===== src/rtl/uart_pkg.sv =====
// Shared UART definitions: receiver FSM states, parity type encodings and the
// parity/majority helpers used by both the TX and RX paths.
package uart_pkg;

    typedef enum logic [2:0] {
        ST_IDLE   = 3'd0,
        ST_START  = 3'd1,
        ST_DATA   = 3'd2,
        ST_PARITY = 3'd3,
        ST_STOP   = 3'd4
    } rx_state_e;

    localparam logic PAR_EVEN = 1'b0;
    localparam logic PAR_ODD  = 1'b1;

    // Payload is zero-extended to 32 bits; extra zeros do not change the XOR.
    function automatic logic calc_parity(input logic [31:0] data, input logic par_typ);
        logic p;
        p = ^data;
        if (par_typ == PAR_ODD) begin
            calc_parity = ~p;
        end else begin
            calc_parity = p;
        end
    endfunction

    function automatic logic majority3(input logic [2:0] s);
        majority3 = (s[0] & s[1]) | (s[0] & s[2]) | (s[1] & s[2]);
    endfunction

endpackage


===== src/rtl/uart_rx_core_if.sv =====
// Bundle of the receiver's serial input, static configuration and result outputs.
interface uart_rx_core_if #(
    parameter int DATA_WIDTH     = 8,
    parameter int PRESCALE_WIDTH = 6
);
    logic                      RX_IN;
    logic                      PAR_EN;
    logic                      PAR_TYP;
    logic [PRESCALE_WIDTH-1:0] Prescale;
    logic [DATA_WIDTH-1:0]     P_DATA;
    logic                      Data_Valid;
    logic                      Par_Err;
    logic                      Stp_Err;

    modport master (
        output RX_IN, PAR_EN, PAR_TYP, Prescale,
        input  P_DATA, Data_Valid, Par_Err, Stp_Err
    );

    modport slave (
        input  RX_IN, PAR_EN, PAR_TYP, Prescale,
        output P_DATA, Data_Valid, Par_Err, Stp_Err
    );
endinterface


===== src/rtl/uart_rx_sampler.sv =====
// Per-bit edge counter with three mid-bit captures of the line and a 2-of-3 vote.
module uart_rx_sampler
    import uart_pkg::*;
#(
    parameter int PRESCALE_WIDTH = 6
) (
    input  logic                      CLK,
    input  logic                      RST,
    input  logic                      run,
    input  logic                      clr,
    input  logic                      rx_in,
    input  logic [PRESCALE_WIDTH-1:0] prescale,
    output logic                      wrap,
    output logic                      sample_valid,
    output logic                      sampled_bit
);
    localparam logic [PRESCALE_WIDTH-1:0] ZERO = {PRESCALE_WIDTH{1'b0}};
    localparam logic [PRESCALE_WIDTH-1:0] ONE  = PRESCALE_WIDTH'(1);
    localparam logic [PRESCALE_WIDTH-1:0] TWO  = PRESCALE_WIDTH'(2);

    logic [PRESCALE_WIDTH-1:0] edge_cnt_r;
    logic [PRESCALE_WIDTH-1:0] half_s;
    logic [2:0]                samp_r;

    assign half_s      = {1'b0, prescale[PRESCALE_WIDTH-1:1]};
    assign sampled_bit = majority3(samp_r);

    // Bit-boundary and vote-ready decode; both are quiet while no frame runs.
    always_comb begin
        wrap         = 1'b0;
        sample_valid = 1'b0;
        if (run) begin
            wrap         = (edge_cnt_r == prescale - ONE);
            sample_valid = (edge_cnt_r == half_s + TWO);
        end else begin
            wrap         = 1'b0;
            sample_valid = 1'b0;
        end
    end

    // Edge counter: the detecting edge is count 0, so the register holds the count of the current edge.
    always_ff @(posedge CLK or negedge RST) begin
        if (!RST) begin
            edge_cnt_r <= ZERO;
        end else if (clr || !run || (edge_cnt_r == prescale - ONE)) begin
            edge_cnt_r <= ZERO;
        end else begin
            edge_cnt_r <= edge_cnt_r + ONE;
        end
    end

    // Three captures around mid-bit; they hold until the next bit's first capture.
    always_ff @(posedge CLK or negedge RST) begin
        if (!RST) begin
            samp_r <= 3'b000;
        end else if (run) begin
            if (edge_cnt_r == half_s - ONE) samp_r[0] <= rx_in;
            if (edge_cnt_r == half_s)       samp_r[1] <= rx_in;
            if (edge_cnt_r == half_s + ONE) samp_r[2] <= rx_in;
        end
    end

endmodule


===== src/rtl/uart_rx_core.sv =====
// UART receiver: start detection with glitch rejection, LSB-first deserialization,
// parity and stop checking, and registered one-cycle result strobes.
module uart_rx_core
    import uart_pkg::*;
#(
    parameter int DATA_WIDTH     = 8,
    parameter int PRESCALE_WIDTH = 6
) (
    input logic           CLK,
    input logic           RST,
    uart_rx_core_if.slave bus
);
    localparam int BIT_CNT_W = $clog2(DATA_WIDTH + 1);
    localparam logic [BIT_CNT_W-1:0] BIT_ZERO = {BIT_CNT_W{1'b0}};
    localparam logic [BIT_CNT_W-1:0] BIT_ONE  = BIT_CNT_W'(1);
    localparam logic [BIT_CNT_W-1:0] LAST_BIT = BIT_CNT_W'(DATA_WIDTH - 1);

    rx_state_e                 state_r, state_s;
    logic [PRESCALE_WIDTH-1:0] prescale_r, prescale_eff_s;
    logic                      par_en_r, par_typ_r, par_fail_r;
    logic [BIT_CNT_W-1:0]      bit_cnt_r;
    logic [DATA_WIDTH-1:0]     shift_r, p_data_r;
    logic                      data_valid_r, par_err_r, stp_err_r;
    logic                      start_det_s, run_s, glitch_s;
    logic                      wrap_s, sample_valid_s, sampled_bit_s;

    assign start_det_s    = (state_r == ST_IDLE) && (bus.RX_IN == 1'b0);
    assign run_s          = (state_r != ST_IDLE) || start_det_s;
    assign glitch_s       = (state_r == ST_START) && sample_valid_s && sampled_bit_s;
    // Config is only latched at detection, so the detecting edge uses the live value.
    assign prescale_eff_s = (state_r == ST_IDLE) ? bus.Prescale : prescale_r;

    uart_rx_sampler #(.PRESCALE_WIDTH(PRESCALE_WIDTH)) u_sampler (
        .CLK          (CLK),
        .RST          (RST),
        .run          (run_s),
        .clr          (glitch_s),
        .rx_in        (bus.RX_IN),
        .prescale     (prescale_eff_s),
        .wrap         (wrap_s),
        .sample_valid (sample_valid_s),
        .sampled_bit  (sampled_bit_s)
    );

    // FSM state register.
    always_ff @(posedge CLK or negedge RST) begin
        if (!RST) state_r <= ST_IDLE;
        else      state_r <= state_s;
    end

    // FSM next-state logic.
    always_comb begin
        state_s = state_r;
        case (state_r)
            ST_IDLE:   if (start_det_s) state_s = ST_START; else state_s = ST_IDLE;
            ST_START:  if (glitch_s) state_s = ST_IDLE;
                       else if (wrap_s) state_s = ST_DATA;
                       else state_s = ST_START;
            ST_DATA:   if (wrap_s && (bit_cnt_r == LAST_BIT)) state_s = par_en_r ? ST_PARITY : ST_STOP;
                       else state_s = ST_DATA;
            ST_PARITY: if (wrap_s) state_s = ST_STOP; else state_s = ST_PARITY;
            ST_STOP:   if (wrap_s) state_s = ST_IDLE; else state_s = ST_STOP;
            default:   state_s = ST_IDLE;
        endcase
    end

    // Datapath: config latch, shift register, parity tracking and result strobes.
    always_ff @(posedge CLK or negedge RST) begin
        if (!RST) begin
            prescale_r   <= {PRESCALE_WIDTH{1'b0}};
            par_en_r     <= 1'b0;
            par_typ_r    <= 1'b0;
            par_fail_r   <= 1'b0;
            bit_cnt_r    <= BIT_ZERO;
            shift_r      <= {DATA_WIDTH{1'b0}};
            p_data_r     <= {DATA_WIDTH{1'b0}};
            data_valid_r <= 1'b0;
            par_err_r    <= 1'b0;
            stp_err_r    <= 1'b0;
        end else begin
            data_valid_r <= 1'b0;
            par_err_r    <= 1'b0;
            stp_err_r    <= 1'b0;
            case (state_r)
                ST_IDLE: begin
                    if (start_det_s) begin
                        prescale_r <= bus.Prescale;
                        par_en_r   <= bus.PAR_EN;
                        par_typ_r  <= bus.PAR_TYP;
                        par_fail_r <= 1'b0;
                        bit_cnt_r  <= BIT_ZERO;
                    end
                end
                ST_DATA: begin
                    if (sample_valid_s) shift_r <= {sampled_bit_s, shift_r[DATA_WIDTH-1:1]};
                    if (wrap_s) bit_cnt_r <= (bit_cnt_r == LAST_BIT) ? BIT_ZERO : bit_cnt_r + BIT_ONE;
                end
                ST_PARITY: begin
                    if (sample_valid_s && (sampled_bit_s != calc_parity(32'(shift_r), par_typ_r)))
                        par_fail_r <= 1'b1;
                end
                ST_STOP: begin
                    // The vote of the stop bit is still held at the wrap edge.
                    if (wrap_s) begin
                        par_err_r <= par_fail_r;
                        stp_err_r <= ~sampled_bit_s;
                        if (!par_fail_r && sampled_bit_s) begin
                            p_data_r     <= shift_r;
                            data_valid_r <= 1'b1;
                        end
                    end
                end
                default: begin
                end
            endcase
        end
    end

    assign bus.P_DATA     = p_data_r;
    assign bus.Data_Valid = data_valid_r;
    assign bus.Par_Err    = par_err_r;
    assign bus.Stp_Err    = stp_err_r;

endmodule


===== src/flat_wrapper.sv =====
// flat-port wrapper written by rule: the top's interface ports become plain ports
module uart_rx_core_flat import uart_pkg::*;
#(
    parameter int DATA_WIDTH     = 8,
    parameter int PRESCALE_WIDTH = 6
)
  (CLK, RST, bus_RX_IN, bus_PAR_EN, bus_PAR_TYP, bus_Prescale, bus_P_DATA, bus_Data_Valid, bus_Par_Err, bus_Stp_Err);
  uart_rx_core_if #(.DATA_WIDTH(DATA_WIDTH), .PRESCALE_WIDTH(PRESCALE_WIDTH)) bus_i ();
  input logic CLK;
  input logic RST;
  input wire logic [$bits(bus_i.RX_IN)-1:0] bus_RX_IN;
  input wire logic [$bits(bus_i.PAR_EN)-1:0] bus_PAR_EN;
  input wire logic [$bits(bus_i.PAR_TYP)-1:0] bus_PAR_TYP;
  input wire logic [$bits(bus_i.Prescale)-1:0] bus_Prescale;
  output wire logic [$bits(bus_i.P_DATA)-1:0] bus_P_DATA;
  output wire logic [$bits(bus_i.Data_Valid)-1:0] bus_Data_Valid;
  output wire logic [$bits(bus_i.Par_Err)-1:0] bus_Par_Err;
  output wire logic [$bits(bus_i.Stp_Err)-1:0] bus_Stp_Err;
  assign bus_i.RX_IN = bus_RX_IN;
  assign bus_i.PAR_EN = bus_PAR_EN;
  assign bus_i.PAR_TYP = bus_PAR_TYP;
  assign bus_i.Prescale = bus_Prescale;
  assign bus_P_DATA = bus_i.P_DATA;
  assign bus_Data_Valid = bus_i.Data_Valid;
  assign bus_Par_Err = bus_i.Par_Err;
  assign bus_Stp_Err = bus_i.Stp_Err;
  uart_rx_core #(.DATA_WIDTH(DATA_WIDTH), .PRESCALE_WIDTH(PRESCALE_WIDTH)) u_core (.CLK(CLK), .RST(RST), .bus(bus_i));
endmodule

===== config.mk =====
export PLATFORM = sky130hd
export DESIGN_NAME = uart_rx_core_flat
export DESIGN_NICKNAME = d
export VERILOG_FILES = /design/src/rtl/uart_pkg.sv /design/src/rtl/uart_rx_core_if.sv /design/src/rtl/uart_rx_sampler.sv /design/src/rtl/uart_rx_core.sv /design/src/flat_wrapper.sv
export SDC_FILE = /design/constraint.sdc
export NUM_CORES = 1
export LEC_CHECK = 0
export CORE_MARGIN = 1
export CORE_UTILIZATION = 35
export CTS_CLUSTER_SIZE = 16
export DETAILED_ROUTE_END_ITERATION = 8
export DONT_BUFFER_PORTS = 1
export PLACE_DENSITY = 0.57
export SLEW_MARGIN = 20
export SYNTH_ARGS = -nofsm -noshare
export SYNTH_HDL_FRONTEND = slang
export SYNTH_SLANG_ARGS = --single-unit

===== constraint.sdc =====
create_clock -name CLK -period 3.09 [get_ports CLK]
set_input_delay 0.618 -clock CLK [delete_from_list [all_inputs] [get_ports CLK]]
set_output_delay 0.618 -clock CLK [all_outputs]
set_load 0.03 [all_outputs]

Word-level counts from Yosys, hierarchy flattened
Index checks and enable logic that the tools add are counted.

storage, ports and cells
  register bits = 44
  output and inout bits = 11

cells by class
  $add $sub $neg = 6
  equality and inequality tests = 14
  mux-type cells = 28
  bitwise gates (word level) = 8
  reduce and logical (&&, ||, !) cells = 24

operator list
  cell                 number
  $reduce_xor 32->1    1
  $eq 6x6->1           4
  $mux 3               5
  $pmux 3 s5           1
  $mux 1               14
  $mux 4               3
  $mux 6               2
  $reduce_and 2->1     5
  $reduce_and 3->1     3
  $pmux 4 s2           1
  $add 5x1->6 const B  1
  $add 5x2->6 const B  1
  $add 6x1->6 const B  1
  $eq 3x2->1 const B   2
  $eq 6x5->1           1
  $logic_and 1x1->1    6
  $ne 2x1->1 const B   3
  $sub 5x1->6 const B  1
  $sub 6x1->6 const B  1
  $add 4x1->4 const B  1
  $eq 4x3->1 const B   1
  $reduce_bool 2->1    2
  $and 1x1->1          3
  $eq 3x1->1 const B   1
  10 further kinds     16

Depth between registers and ports, before layout
  depth in word-level cells = 10
  depth in mapped cells = 13
  depth with buffers taken out = 10

Hierarchy
Synthesis repeated with hierarchy kept, for this count alone.

second synthesis, totals
  cell total of the unflattened synthesis = 256
  area, all modules = 2786.4 um2

by module, submodules not included
  module           instances  cells each  area each (um2)
  uart_rx_core     1          130         1671.6
  uart_rx_sampler  1          126         1114.8

Worst setup path after synthesis
OpenSTA, ideal clock, no wires.

  path type = reg2reg
  start = register u_core.state_r[1]
  end = register u_core.p_data_r[0] (netlist: u_core.bus.P_DATA[0])
  library setup time = 125 ps
  arrival time = 3289 ps
  required time = 2965 ps
  path slack = -323 ps
  stages on the path, launching flop included = 12
  path buffers = 2
  clock period less this slack = 3413 ps
  cells stage by stage = dfrtp_1 buf_6 nor3_4 clkbuf_1 mux2i_1 ha_1 nor3b_1 mux2i_1 o221ai_1 xor2_1 nor4_4 mux2_2

on the way
  word-level cells in the longest chain between the ends = 6
  elaborated cells on any way between the ends = 10
  classes of those cells = add/sub: 1; eq/ne: 2; mux: 2; reduce/logical: 5

ends and longest elaborated chain
  element                       RTL line                                RTL
  start, declared               uart_rx_core.sv:18                      rx_state_e state_r, state_s;
  start signal, assigned        uart_rx_core.sv:48                      else state_r <= state_s;
  $logic_not 3->1               uart_rx_core.sv:27, uart_rx_core.sv:31
  $mux 6                        uart_rx_core.sv:31                      assign prescale_eff_s = (state_r == ST_IDLE) ? bus.Prescale : prescale_r;
  $sub 6x1->6                   uart_rx_sampler.sv:33                   wrap = (edge_cnt_r == prescale - ONE);
  $eq 6x6->1                    uart_rx_sampler.sv:33
  $mux 1                        uart_rx_sampler.sv:32                   if (run) begin
  $reduce_and 3->1 (no line) *  --
  end signal, assigned          uart_rx_core.sv:76                      p_data_r <= {DATA_WIDTH{1'b0}};
  end signal, assigned          uart_rx_core.sv:108                     p_data_r <= shift_r;
  end, declared                 uart_rx_core.sv:22                      logic [DATA_WIDTH-1:0] shift_r, p_data_r;

Every way passes the cells marked *; elsewhere a longest branch is shown, timed or not.
A chain may end at the register's enable or synchronous reset.

Final worst setup path
  start = register u_core.state_r[0]
  end = register u_core.u_sampler.samp_r[0]

on the way
  word-level cells in the longest chain between the ends = 5
  elaborated cells on any way between the ends = 8
  classes of those cells = add/sub: 1; eq/ne: 1; mux: 1; reduce/logical: 5

ends and longest elaborated chain
  element                       RTL line                                RTL
  $logic_not 3->1               uart_rx_core.sv:27, uart_rx_core.sv:31
  $mux 6                        uart_rx_core.sv:31
  $sub 5x1->6                   uart_rx_sampler.sv:57                   if (edge_cnt_r == half_s - ONE) samp_r[0] <= rx_in;
  $eq 6x6->1                    uart_rx_sampler.sv:57
  $reduce_and 2->1 (no line) *  --
  end signal, assigned          uart_rx_sampler.sv:57
  end, declared                 uart_rx_sampler.sv:23                   logic [2:0] samp_r;

Marked as above.

==> qor.log <==
qor: run_status.run_status completed
qor: clocking.clk_root_buf sky130_fd_sc_hd__clkbuf_8
qor: worst_setup_path.worstPathArrival 3.23 ns
qor: detailed_routing.dr_total_vias 2575
qor: detailed_routing.drt-pass1-iter-count 4
qor: detailed_routing.first_iter_violations 156
qor: power_and_ir_drop.clockPowerShare 11.8%
qor: die.core-area 8380 µm²
qor: synthesis.synthesis.nets 338
qor: worst_hold_path.hp-class in2async
qor: clocking.cts_inserted_buffers 5
qor: clocking.cts_tree yes
qor: synthesis.synth_area_leader_cell sky130_fd_sc_hd__dfrtp_1
qor: worst_setup_path.ff2ff_setup_slack 0.05 ns
qor: sta.setup_viols_final 0
qor: sta.slew_violations 0
qor: worst_setup_path.critical_path.startpoint_type flip-flop
qor: sta.hold_slack 0.129 ns
qor: synthesis.yosys_warnings 0
qor: synthesis.synth_top_area_share 35.7%
qor: sta.final_hold_fails 0
qor: global_route.globalRoute.totalOverflow 0
qor: power_and_ir_drop.comb_power_share 64.8%
qor: die.initial_utilization 36.8%
qor: die.die_outline_area 9190 µm²
qor: worst_setup_path.crit_fanout 5
qor: sta.setup_ws 0.0527 ns
qor: power_and_ir_drop.p_switching 1.80 mW
qor: die.die_h 95.9 µm
qor: synthesis.post_synth_inst_count 320
qor: sta.grt_setup_unrepaired yes
qor: sta.fin_tns_setup 0 ns
qor: worst_setup_path.reg2reg_to u_core.u_sampler.samp_r[0]
qor: clocking.cts_max_path_buffers 2
qor: die.rows 33
qor: place.placed_area 3450 µm²
qor: place.place_congestion 0.919
qor: sta.finalCritPeriodShare 98.3%
qor: detailed_routing.drt-vias-per-instance 5.61
qor: final_layout.synthToLayoutAreaGrowth 23.2%
qor: synthesis.sequential_to_total_area_share_from_yosys_stat 35.7%
qor: synthesis.postSynthAreaPerCell 9.64 µm²
qor: synthesis.top_area_cells_in_the_synthesized_netlist sky130_fd_sc_hd__dfrtp_1 36%, sky130_fd_sc_hd__mux2_2 7.3%, sky130_fd_sc_hd__xnor2_1 6.2%, sky130_fd_sc_hd__nand2_1 4.1%, sky130_fd_sc_hd__mux2i_1 2.9%
qor: power_and_ir_drop.p_leak 1.56 nW
qor: final_layout.final_cell_mix 43 x sky130_fd_sc_hd__buf_4, 41 x sky130_fd_sc_hd__dfrtp_1, 34 x sky130_fd_sc_hd__nand2_1, 21 x sky130_fd_sc_hd__xnor2_1, 17 x sky130_fd_sc_hd__mux2_2
qor: final_layout.nNetsFinal 371
qor: clocking.cts_num_sinks 44
qor: place.buffer_ports.inserted 0
qor: power_and_ir_drop.power.total 4.00 mW
qor: flow_run.timing.max_cap.violations 0
qor: worst_setup_path.path_class reg2reg
qor: synthesis.asyncSetResetFlopFracSynth 100%
qor: clocking.clkSlewWorstSetupHoldPaths 0.10 ns
qor: synthesis.number_of_enable_type_register_cells_in_the_synthesized_netlist 0
qor: final_layout.layout.cells.most_common sky130_fd_sc_hd__buf_4
qor: sta.fmax 329 MHz
qor: synthesis.synth_flop_cell sky130_fd_sc_hd__dfrtp_1
qor: global_route.antenna_found_initial 0
qor: die.boundaryPins 22
qor: global_route.grt_max_degree 45
qor: power_and_ir_drop.worst_ir_drop_vdd 379 µV
qor: place.hpwl 5.91 mm
qor: die.dieWidth 95.9 µm
qor: final_layout.final_layout_size_suffix_gt1_share 33.1%
qor: sta.worst_max_slew_margin_expressed_relative_to_the_limit 50.0%
qor: synthesis.post_synth_instance_area 3090 µm²
qor: synthesis.postSynthRegisterBits 44
qor: synthesis.ys_types 61
qor: detailed_routing.antenna_violating_nets_post_route 0
qor: power_and_ir_drop.netSwitchingFraction 44.9%
qor: power_and_ir_drop.power.internal 2.20 mW
qor: sta.tightest_slew 0.750 ns
qor: sta.fin_crit 3.04 ns
qor: clocking.cts-htree-levels 2
qor: worst_setup_path.critPathCaptureType flip-flop
qor: power_and_ir_drop.power.density 1050 nW/µm²
qor: global_route.grt_first_pass_wirelength 13.2 mm
qor: clocking.worst_skew_pair.late_latency 0.31 ns
qor: place.placement.setup.worst_slack -0.153 ns
qor: worst_setup_path.critical_path_required 3.28 ns
qor: detailed_routing.drt-total-wl 8.38 mm
qor: sta.finClkSkew 0.0153 ns
qor: final_layout.final_cell_area 3800 µm²
qor: global_route.globalRouteTotalUtil 19.4%
qor: worst_setup_path.worst-r2r-cell-count 10
qor: global_route.grt_pass1_vias 2470
qor: final_layout.antenna_cells_inserted 0
qor: detailed_routing.routed_wire_length_per_instance 18.2 µm
qor: power_and_ir_drop.pwr-share-seq 23.4%
qor: worst_setup_path.critical_path.reg2reg.startpoint u_core.state_r[0]
qor: detailed_routing.remaining_drc_errors 0
[sequential cells by signal (all words and copies together), names as in the netlist, 3 cells and up]
signal and count:
u_core.bit_cnt_r 4, u_core.bus.P_DATA 8, u_core.prescale_r 6, u_core.shift_r 8, u_core.state_r 3, u_core.u_sampler.edge_cnt_r 6, u_core.u_sampler.samp_r 3
[logic make-up after synthesis]
family                     after synthesis  share of synthesized area [%]
AOI/OAI and AO/OA                       46                           11.0
xor gates and xnor gates                30                           9.37
adders and majority gates                8                           3.16
buffers and inverters                   29                           4.54
DFF                                     44                           35.7
muxes                                   30                           10.6
and+or+nand+nor                        133                           25.6
[routing by layer]
layer  global-route usage, %  vias to the layer above  routed length (µm)
met5                       0                        -                   0
met4                    7.34                        0                 136
met3                    3.40                       11                 579
met2                    30.2                       64                4050
met1                    26.7                     1270                3610
li1                        -                     1230                   -
[cell usage after synthesis (4+ instances only)]
cell                       count
sky130_fd_sc_hd__a311oi_1      5
sky130_fd_sc_hd__and3_1        4
sky130_fd_sc_hd__buf_2         4
sky130_fd_sc_hd__clkbuf_1     11
sky130_fd_sc_hd__dfrtp_1      44
sky130_fd_sc_hd__ha_1          7
sky130_fd_sc_hd__inv_1        10
sky130_fd_sc_hd__mux2_2       20
sky130_fd_sc_hd__mux2i_1       9
sky130_fd_sc_hd__nand2_1      34
sky130_fd_sc_hd__nand2b_1      7
sky130_fd_sc_hd__nand3_1       8
sky130_fd_sc_hd__nor2_1       16
sky130_fd_sc_hd__nor3_1       15
sky130_fd_sc_hd__nor3b_1       5
sky130_fd_sc_hd__nor4_1       10
sky130_fd_sc_hd__nor4b_1       4
sky130_fd_sc_hd__o21ai_0       9
sky130_fd_sc_hd__o31ai_1       4
sky130_fd_sc_hd__or3_1         4
sky130_fd_sc_hd__xnor2_1      22
sky130_fd_sc_hd__xor2_1        6
[power by group through the flow]
stage | Combinational [mW] | Sequential (mW) | Clock [mW]
6_report | 2.59 | 0.935 | 0.471
5_1_grt | 2.82 | 0.951 | 0.504
4_1_cts | 2.31 | 0.919 | 0.490
3_5_place_dp | 2.22 | 0.927 | 0
3_3_place_gp | 2.21 | 0.925 | 0
2_1_floorplan | 1.70 | 0.792 | 0
[worst max-delay path, cell delays in order, from the launching register on]
cell and delay, ns:
sky130_fd_sc_hd__dfrtp_2 0.48, sky130_fd_sc_hd__nor3_4 0.24, sky130_fd_sc_hd__buf_4 0.15, sky130_fd_sc_hd__mux2i_1 0.22
sky130_fd_sc_hd__ha_2 0.26, sky130_fd_sc_hd__nor3b_4 0.24, sky130_fd_sc_hd__mux2i_2 0.12, sky130_fd_sc_hd__or3_1 0.34
sky130_fd_sc_hd__a221o_1 0.34, sky130_fd_sc_hd__nor4_4 0.16, sky130_fd_sc_hd__mux2_2 0.36
[timing repair]
item,4_1_cts,5_1_grt
hold buffers,1,0
endpoints found under the hold margin,44,0
setup endpoints to repair,18,32
resized for setup,6,28
buffers inserted,4,2
pin swaps,3,6
[area by class of cell]
class                   count  area [µm²]
fillers                   796        4580
multi-input cells         247        2050
flip-flops and latches     44        1100
repair buffers             45         362
well taps                 105         131
clock buffers               5        68.8
clock inverters             3        46.3
inverters                  10        37.5
[worst max path at each step]
stage / from / end / slack, ns / depth (start not counted)
6_report: u_core.state_r[0] / u_core.u_sampler.samp_r[0] / 0.05 / 10
3_3_place_gp: bus_Prescale[2] / u_core.shift_r[4] / -0.15 / 10
4_1_cts: u_core.state_r[0] / u_core.u_sampler.samp_r[0] / 0.003 / 9
3_5_place_dp: bus_Prescale[2] / u_core.shift_r[6] / -0.15 / 10
2_1_floorplan: bus_Prescale[2] / u_core.bus.P_DATA[0] / -0.08 / 10
5_1_grt: u_core.state_r[0] / u_core.bus.P_DATA[4] / -0.06 / 11
[per-stage QoR]
stage          std cells  util [%]
2_1_floorplan        320         -
6_report             459      45.3
3_3_place_gp         444      41.1
3_5_place_dp         444      41.1
4_1_cts              457      43.5
5_1_grt              459      45.3
Power figures use the tool's default switching activity.
